==> src/rtl/weight_pkg.sv <==
// weight_pkg: definitions shared by the weight loader, the weight storage and
// future readers of the weight array.
//   loader_state_t : loader FSM states
//   DATA_SIZE      : width of one signed weight word
//   SIZE           : words per row and rows per layer
//   LAYER_SIZE     : number of layers
//   idx_bits()     : width of an index counting 0..n-1 (at least 1 bit)
package weight_pkg;

  typedef enum logic [1:0] {
    IDLE    = 2'd0,
    COLLECT = 2'd1,
    WRITE   = 2'd2,
    DONE    = 2'd3
  } loader_state_t;

  localparam int DATA_SIZE  = 16;
  localparam int SIZE       = 3;
  localparam int LAYER_SIZE = 5;

  function automatic int idx_bits(input int n);
    return (n > 1) ? $clog2(n) : 1;
  endfunction

endpackage

==> src/rtl/weight_loader_if.sv <==
// weight_loader_if: word stream into the loader plus the storage write port.
//   in_data/in_valid/in_ready : word stream. A word moves on a rising clk edge
//     where in_valid and in_ready are both high. The source holds in_data
//     stable while in_valid is high and in_ready is low; in_ready never
//     depends combinationally on in_valid.
//   write_layer_index, write_row_index, write_data, is_write : storage write
//     port. is_write is a one-cycle strobe; storage captures on negedge.
// modport master : the word source / storage side
// modport slave  : the loader
interface weight_loader_if #(
  parameter int data_size = weight_pkg::DATA_SIZE,
  parameter int size      = weight_pkg::SIZE
) ();
  logic [data_size-1:0]      in_data;
  logic                      in_valid;
  logic                      in_ready;
  logic [31:0]               write_layer_index;
  logic [31:0]               write_row_index;
  logic [data_size*size-1:0] write_data;
  logic                      is_write;

  modport master (
    output in_data, in_valid,
    input  in_ready, write_layer_index, write_row_index, write_data, is_write
  );

  modport slave (
    input  in_data, in_valid,
    output in_ready, write_layer_index, write_row_index, write_data, is_write
  );
endinterface

==> src/rtl/row_packer.sv <==
// row_packer: holds one row of weight words and produces the packed row.
//   clk, rst    : clock, synchronous active-high reset (clears all words)
//   load_en     : store word at column col this cycle
//   col         : column index 0..size-1
//   word        : weight word to store
//   capture     : latch the packed row (including a word loaded this cycle)
//   packed_data : registered packed row, column 0 in the MSB slice
module row_packer
  import weight_pkg::*;
#(
  parameter int data_size = DATA_SIZE,
  parameter int size      = SIZE,
  localparam int COL_W    = idx_bits(size)
) (
  input  logic                      clk,
  input  logic                      rst,
  input  logic                      load_en,
  input  logic [COL_W-1:0]          col,
  input  logic [data_size-1:0]      word,
  input  logic                      capture,
  output logic [data_size*size-1:0] packed_data
);

  logic [data_size-1:0]      words_q [size];
  logic [data_size-1:0]      words_d [size];
  logic [data_size*size-1:0] packed_d;

  // The packed view includes the word being loaded now, so the row can be
  // captured on the same edge that accepts its last word.
  always_comb begin
    words_d  = words_q;
    packed_d = '0;
    if (load_en && (int'(col) < size)) words_d[col] = word;
    for (int i = 0; i < size; i++) begin
      packed_d[(size-i)*data_size-1 -: data_size] = words_d[i];
    end
  end

  always_ff @(posedge clk) begin
    if (rst) begin
      words_q     <= '{default: '0};
      packed_data <= '0;
    end else begin
      words_q <= words_d;
      if (capture) packed_data <= packed_d;
    end
  end

endmodule

==> src/rtl/weight_loader.sv <==
// weight_loader: streams size*size*layer_size weight words into the weight
// storage, one packed row per write, walking layers and rows row-major.
//   clk, rst  : clock, synchronous active-high reset
//   start     : begin a full load (only honoured in IDLE)
//   bus       : word stream in, storage write port out (slave side)
//   busy      : high in every state except IDLE
//   done      : one-cycle pulse after the last row write
//   state_dbg : current FSM state
// All outputs are flops; they are loaded from the next-state decode so they
// line up with the state register.
module weight_loader
  import weight_pkg::*;
#(
  parameter int data_size  = DATA_SIZE,
  parameter int size       = SIZE,
  parameter int layer_size = LAYER_SIZE,
  localparam int WORD_W    = idx_bits(size)
) (
  input  logic            clk,
  input  logic            rst,
  input  logic            start,
  weight_loader_if.slave  bus,
  output logic            busy,
  output logic            done,
  output loader_state_t   state_dbg
);

  loader_state_t state_q, state_d;
  logic [31:0]       layer_q, row_q;
  logic [WORD_W-1:0] word_q;
  logic              accept, last_word, last_row;

  assign accept    = bus.in_valid & bus.in_ready;
  assign last_word = accept && (word_q == WORD_W'(size - 1));
  assign last_row  = (layer_q == 32'(layer_size - 1)) && (row_q == 32'(size - 1));
  assign state_dbg = state_q;

  always_comb begin
    state_d = state_q;
    case (state_q)
      IDLE:    if (start) state_d = COLLECT;
      COLLECT: if (last_word) state_d = WRITE;
      WRITE:   state_d = last_row ? DONE : COLLECT;
      DONE:    state_d = IDLE;
      default: state_d = IDLE;
    endcase
  end

  always_ff @(posedge clk) begin
    if (rst) state_q <= IDLE;
    else     state_q <= state_d;
  end

  always_ff @(posedge clk) begin
    if (rst) begin
      layer_q <= '0;
      row_q   <= '0;
      word_q  <= '0;
    end else begin
      case (state_q)
        IDLE: begin
          if (start) begin
            layer_q <= '0;
            row_q   <= '0;
            word_q  <= '0;
          end
        end
        COLLECT: if (accept) word_q <= word_q + WORD_W'(1);
        WRITE: begin
          word_q <= '0;
          if (row_q == 32'(size - 1)) begin
            row_q   <= '0;
            layer_q <= layer_q + 32'd1;
          end else begin
            row_q <= row_q + 32'd1;
          end
        end
        default: ;
      endcase
    end
  end

  always_ff @(posedge clk) begin
    if (rst) begin
      bus.in_ready          <= 1'b0;
      bus.is_write          <= 1'b0;
      bus.write_layer_index <= '0;
      bus.write_row_index   <= '0;
      busy                  <= 1'b0;
      done                  <= 1'b0;
    end else begin
      bus.in_ready <= (state_d == COLLECT);
      bus.is_write <= (state_d == WRITE);
      busy         <= (state_d != IDLE);
      done         <= (state_d == DONE);
      // Target indices move only when a row enters WRITE.
      if (last_word) begin
        bus.write_layer_index <= layer_q;
        bus.write_row_index   <= row_q;
      end
    end
  end

  row_packer #(
    .data_size(data_size),
    .size     (size)
  ) u_row_packer (
    .clk        (clk),
    .rst        (rst),
    .load_en    (accept),
    .col        (word_q),
    .word       (bus.in_data),
    .capture    (last_word),
    .packed_data(bus.write_data)
  );

endmodule

==> src/flat_wrapper.sv <==
// flat-port wrapper written by rule: the top's interface ports become plain ports
module weight_loader_flat import weight_pkg::*;
#(
  parameter int data_size  = DATA_SIZE,
  parameter int size       = SIZE,
  parameter int layer_size = LAYER_SIZE,
  localparam int WORD_W    = idx_bits(size)
)
  (clk, rst, start, busy, done, state_dbg, bus_in_data, bus_in_valid, bus_in_ready, bus_write_layer_index, bus_write_row_index, bus_write_data, bus_is_write);
  weight_loader_if #(.data_size(data_size), .size(size)) bus_i ();
  input  logic clk;
  input  logic rst;
  input  logic start;
  output logic busy;
  output logic done;
  output loader_state_t state_dbg;
  input wire logic [$bits(bus_i.in_data)-1:0] bus_in_data;
  input wire logic [$bits(bus_i.in_valid)-1:0] bus_in_valid;
  output wire logic [$bits(bus_i.in_ready)-1:0] bus_in_ready;
  output wire logic [$bits(bus_i.write_layer_index)-1:0] bus_write_layer_index;
  output wire logic [$bits(bus_i.write_row_index)-1:0] bus_write_row_index;
  output wire logic [$bits(bus_i.write_data)-1:0] bus_write_data;
  output wire logic [$bits(bus_i.is_write)-1:0] bus_is_write;
  assign bus_i.in_data = bus_in_data;
  assign bus_i.in_valid = bus_in_valid;
  assign bus_in_ready = bus_i.in_ready;
  assign bus_write_layer_index = bus_i.write_layer_index;
  assign bus_write_row_index = bus_i.write_row_index;
  assign bus_write_data = bus_i.write_data;
  assign bus_is_write = bus_i.is_write;
  weight_loader #(.data_size(data_size), .size(size), .layer_size(layer_size)) u_core (.clk(clk), .rst(rst), .start(start), .bus(bus_i), .busy(busy), .done(done), .state_dbg(state_dbg));
endmodule
==> config.mk <==
export PLATFORM = sky130hd
export DESIGN_NAME = weight_loader_flat
export DESIGN_NICKNAME = d
export VERILOG_FILES = /design/src/rtl/weight_pkg.sv /design/src/rtl/weight_loader_if.sv /design/src/rtl/row_packer.sv /design/src/rtl/weight_loader.sv /design/src/flat_wrapper.sv
export SDC_FILE = /design/constraint.sdc
export NUM_CORES = 1
export LEC_CHECK = 0
export CORE_AREA = 2 2 156 158
export CTS_BUF_LIST = sky130_fd_sc_hd__clkbuf_16
export DETAILED_ROUTE_END_ITERATION = 7
export DIE_AREA = 0 0 158 160
export PLACE_DENSITY_LB_ADDON = 0.3
export SETUP_SLACK_MARGIN = 0.05
export SLEW_MARGIN = 20
export SYNTH_ARGS = -nofsm -noshare
export SYNTH_HDL_FRONTEND = slang
export SYNTH_SLANG_ARGS = --single-unit
==> constraint.sdc <==
create_clock -name clk -period 2.7 [get_ports clk]
set_input_delay 0.54 -clock clk [delete_from_list [all_inputs] [get_ports clk]]
set_output_delay 0.54 -clock clk [all_outputs]
set_load 0.02 [all_outputs]
==> flow_metrics.env <==
export IMPL_status="finished, final reports clean"
export IMPL_mostFrequentLayoutCell="dfxtp_1"
export IMPL_io_buffers=137
export IMPL_ios=138
export IMPL_drive_above_1_share_pct=5.43
export IMPL_p_leak_uw=0.00400
export IMPL_dieArea_mm2=0.0253
export IMPL_setup_viol=0
export IMPL_clock_sinks=232
export IMPL_cp_end_kind="output pin"
export IMPL_maxCapViolCount=0
export IMPL_grt_use_met1_pct=25.7
export IMPL_grt_antenna_before_repair=0
export IMPL_switchingPower_uw=1510
export IMPL_first_pass_iters=5
export IMPL_die_x_um=158
export IMPL_tritoncts="yes"
export IMPL_n_fill_cell=2331
export IMPL_fmaxAchievable_mhz=430
export IMPL_hold_buffers=0
export IMPL_use_met3_pct=2.77
export IMPL_min_path_type="in2reg"
export IMPL_critPathArrivalTime_ps=1790
export IMPL_crit_family="buffers and inverters"
export IMPL_cts_root_buf="clkbuf_16"
export IMPL_grt_max_degree=164
export IMPL_overflow=0
export IMPL_hpwl_mm=15.8
export IMPL_crit_path_cell_trace="clkdlybuf4s50_1"
export IMPL_drc=0
export IMPL_row_count=57
export IMPL_slew_headroom_pct=27.2
export IMPL_worst_path_max_fanout=9
export IMPL_finalCriticalPeriod_ps=2330
export IMPL_synth_nets=1147
export IMPL_syn_to_final_growth_pct=24.9
export IMPL_drtAntennaViolNets=0
export IMPL_drt_initial_drc_count=620
export IMPL_insertedDiodeCount=0
export IMPL_ys_warnings_count=0
export IMPL_cpMaxStageDelayCell="clkdlybuf4s50_1"
export IMPL_final_cell_mix="dfxtp_1 (232), nand2_1 (208), clkdlybuf4s50_1 (136)"
export IMPL_clockBufferDepth=3
export IMPL_grtUsageMet2_pct=30.2
export IMPL_finalHoldViolCount=0
export IMPL_start_util_pct=40.0
export IMPL_grt_pass1_wl_mm=38.7
export IMPL_core_region_area_mm2=0.0238
export IMPL_critPathKind="reg2out"
export IMPL_post_cts_resized=0
export IMPL_cts_buffers_inserted=25
export IMPL_dr_total_vias=8272
export IMPL_ys_ff_latch=232
export IMPL_ir_worst_vdd_v=0.000431
export IMPL_grt_busiest_layer="met2"
export IMPL_nets=1244
export IMPL_wl_per_cell_um=15.3
export IMPL_syn_inst=1119
export IMPL_cts_max_level=1
export IMPL_power_frac_clock_pct=46.8
export IMPL_synth_cell_type_count=52
export IMPL_rsz0062_at_grt="no"
export IMPL_postCtsSetupBuffers=0
export IMPL_required_ps=2160
export IMPL_slew_viol_final=0
export IMPL_fin_skew_ps=17.8
export IMPL_grt_pass1_vias=7406
export IMPL_start_kind="flip-flop"
export IMPL_internal_power_uw=5370
export IMPL_dp_cells=1513
export IMPL_power_per_cell_area_mw_per_mm2=578
export IMPL_clk_latency_ps=520
export IMPL_swShare_pct=21.9
export IMPL_ys_seq_area_share_pct=48.7
export IMPL_via_per_inst=5.31
export IMPL_cts_reportedPaths_clkPinSlew_ps=60
export IMPL_layoutNonFillerInstCount=1559
export IMPL_netlist_area_mm2=0.00953
export IMPL_routed_wl_mm=23.9
export IMPL_ys_flop_type="dfxtp_1"
export IMPL_slowest_delay_ps=730
export IMPL_syn_area_per_cell_um2=8.52
export IMPL_critPathBufInv=1
export IMPL_grt_use_total_pct=18.5
export IMPL_worst_pin_slew_ps=1090
export IMPL_fin_setup_tns_ps=0
export IMPL_die_height_um=160
export IMPL_finalCritPeriodShare_pct=86.2
export IMPL_p_comb_share_pct=3.1
export IMPL_pwr_share_seq_pct=50.1
export IMPL_synth_edf_count=0
export IMPL_synth_async_sr_flop_share_pct=0
export IMPL_gp_congestion=0.841
-- layout make-up --
| type | instances | area [µm²] | share of cell area [%] |
|---|---|---|---|
| Sequential cell | 232 | 4640 | 39.0 |
| Multi-Input combinational cell | 786 | 4460 | 37.5 |
| Timing Repair Buffer | 158 | 1580 | 13.2 |
| Clock buffer | 25 | 626 | 5.26 |
| Tap cell | 324 | 405 | 3.41 |
| Clock inverter | 21 | 140 | 1.18 |
| Inverter | 13 | 48.8 | 0.410 |
-- layer usage --
| layer | routed length [µm] | vias up |
|---|---|---|
| met5 | 0 | - |
| met3 | 904 | 22 |
| met1 | 11200 | 3918 |
| met4 | 395 | 0 |
| met2 | 11400 | 152 |
| li1 | - | 4180 |
-- power groups by stage --
stage / Clock [µW] / Sequential (µW) / Combinational, µW
2_1_floorplan: 0 / 3530 / 115
3_3_place_gp: 0 / 3530 / 212
3_5_place_dp: 0 / 3530 / 213
4_1_cts: 3290 / 3450 / 214
5_1_grt: 3450 / 3450 / 228
6_report: 3220 / 3450 / 212
-- Yosys cell counts, drive strengths merged, types with 6 or more instances --
cell	number	area (µm²)
and2	7	43.8
buf	28	168
nor4	12	93.8
or4	30	225
nand3	35	175
a31oi	20	125
dfxtp	232	4640
o31ai	26	195
nor2	104	390
a211oi	48	360
clkbuf	60	226
o211ai	7	52.6
nand4	19	125
mux2i	51	510
and3	10	62.6
inv	13	48.8
nand2b	6	40.0
nor3	6	35.0
nand2	208	781
ha	8	100
o21ai	12	60.1
a21oi	129	657
and4	9	83.8
-- metrics by stage --
stage / power, µW / hold WS (ps) / utilization, % / setup slack (ps) / area [µm²]
finish: 6880 / 316 / 50.0 / 373 / 11900
global route: 7130 / 310 / 50.0 / 296 / 11900
CTS: 6960 / 301 / 50.0 / 344 / 11900
detailed placement: 3740 / 446 / 46.8 / 96.4 / 11100
global placement: 3740 / 441 / 46.8 / 157 / 11100
floorplan: 3640 / 436 / - / 830 / 9530
-- registers in the layout (all words and copies together), names as in the netlist --
| register | flops |
|---|---|
| u_core.done | 1 |
| u_core.u_row_packer.packed_data | 48 |
| u_core.busy | 1 |
| u_core.bus.in_ready | 1 |
| u_core.word_q | 2 |
| u_core.state_dbg | 2 |
| u_core.bus.write_row_index | 32 |
| u_core.u_row_packer.words_q | 48 |
| u_core.row_q | 32 |
| u_core.bus.is_write | 1 |
| u_core.bus.write_layer_index | 32 |
| u_core.layer_q | 32 |
-- worst register-to-register path: cells and delay by family, from the launching register on --
family                   cells  cell delay [ps]
AND/OR/NAND/NOR              3             1100
flip-flops                   1              400
AO/OA/AOI/OAI                2              240
adder cells (fa/ha/maj)      1              210
buffers and inverters        1              180
-- logic make-up after synthesis --
logic type                 after synthesis  share of synthesized area [%]
xor gates and xnor gates                 3                          0.276
buffers and inverters                  101                           4.65
DFF                                    232                           48.7
and+or+nand+nor                        460                           22.8
AOI/OAI and AO/OA                      264                           17.1
adders and majority gates                8                           1.05
muxes                                   51                           5.36
-- final timing paths --
check / start / endpoint / slack [ps] / cells after the start
hold / removal: rst / u_core.row_q[27] / 320 / 2
hold reg to reg: u_core.bus.write_row_index[20] / u_core.bus.write_row_index[20] / 450 / 2
setup / recovery: u_core.state_dbg[1] / state_dbg[1] / 370 / 1
setup reg to reg: u_core.row_q[1] / u_core.layer_q[10] / 500 / 7
Note: power is estimated with default switching activity, not from simulation.
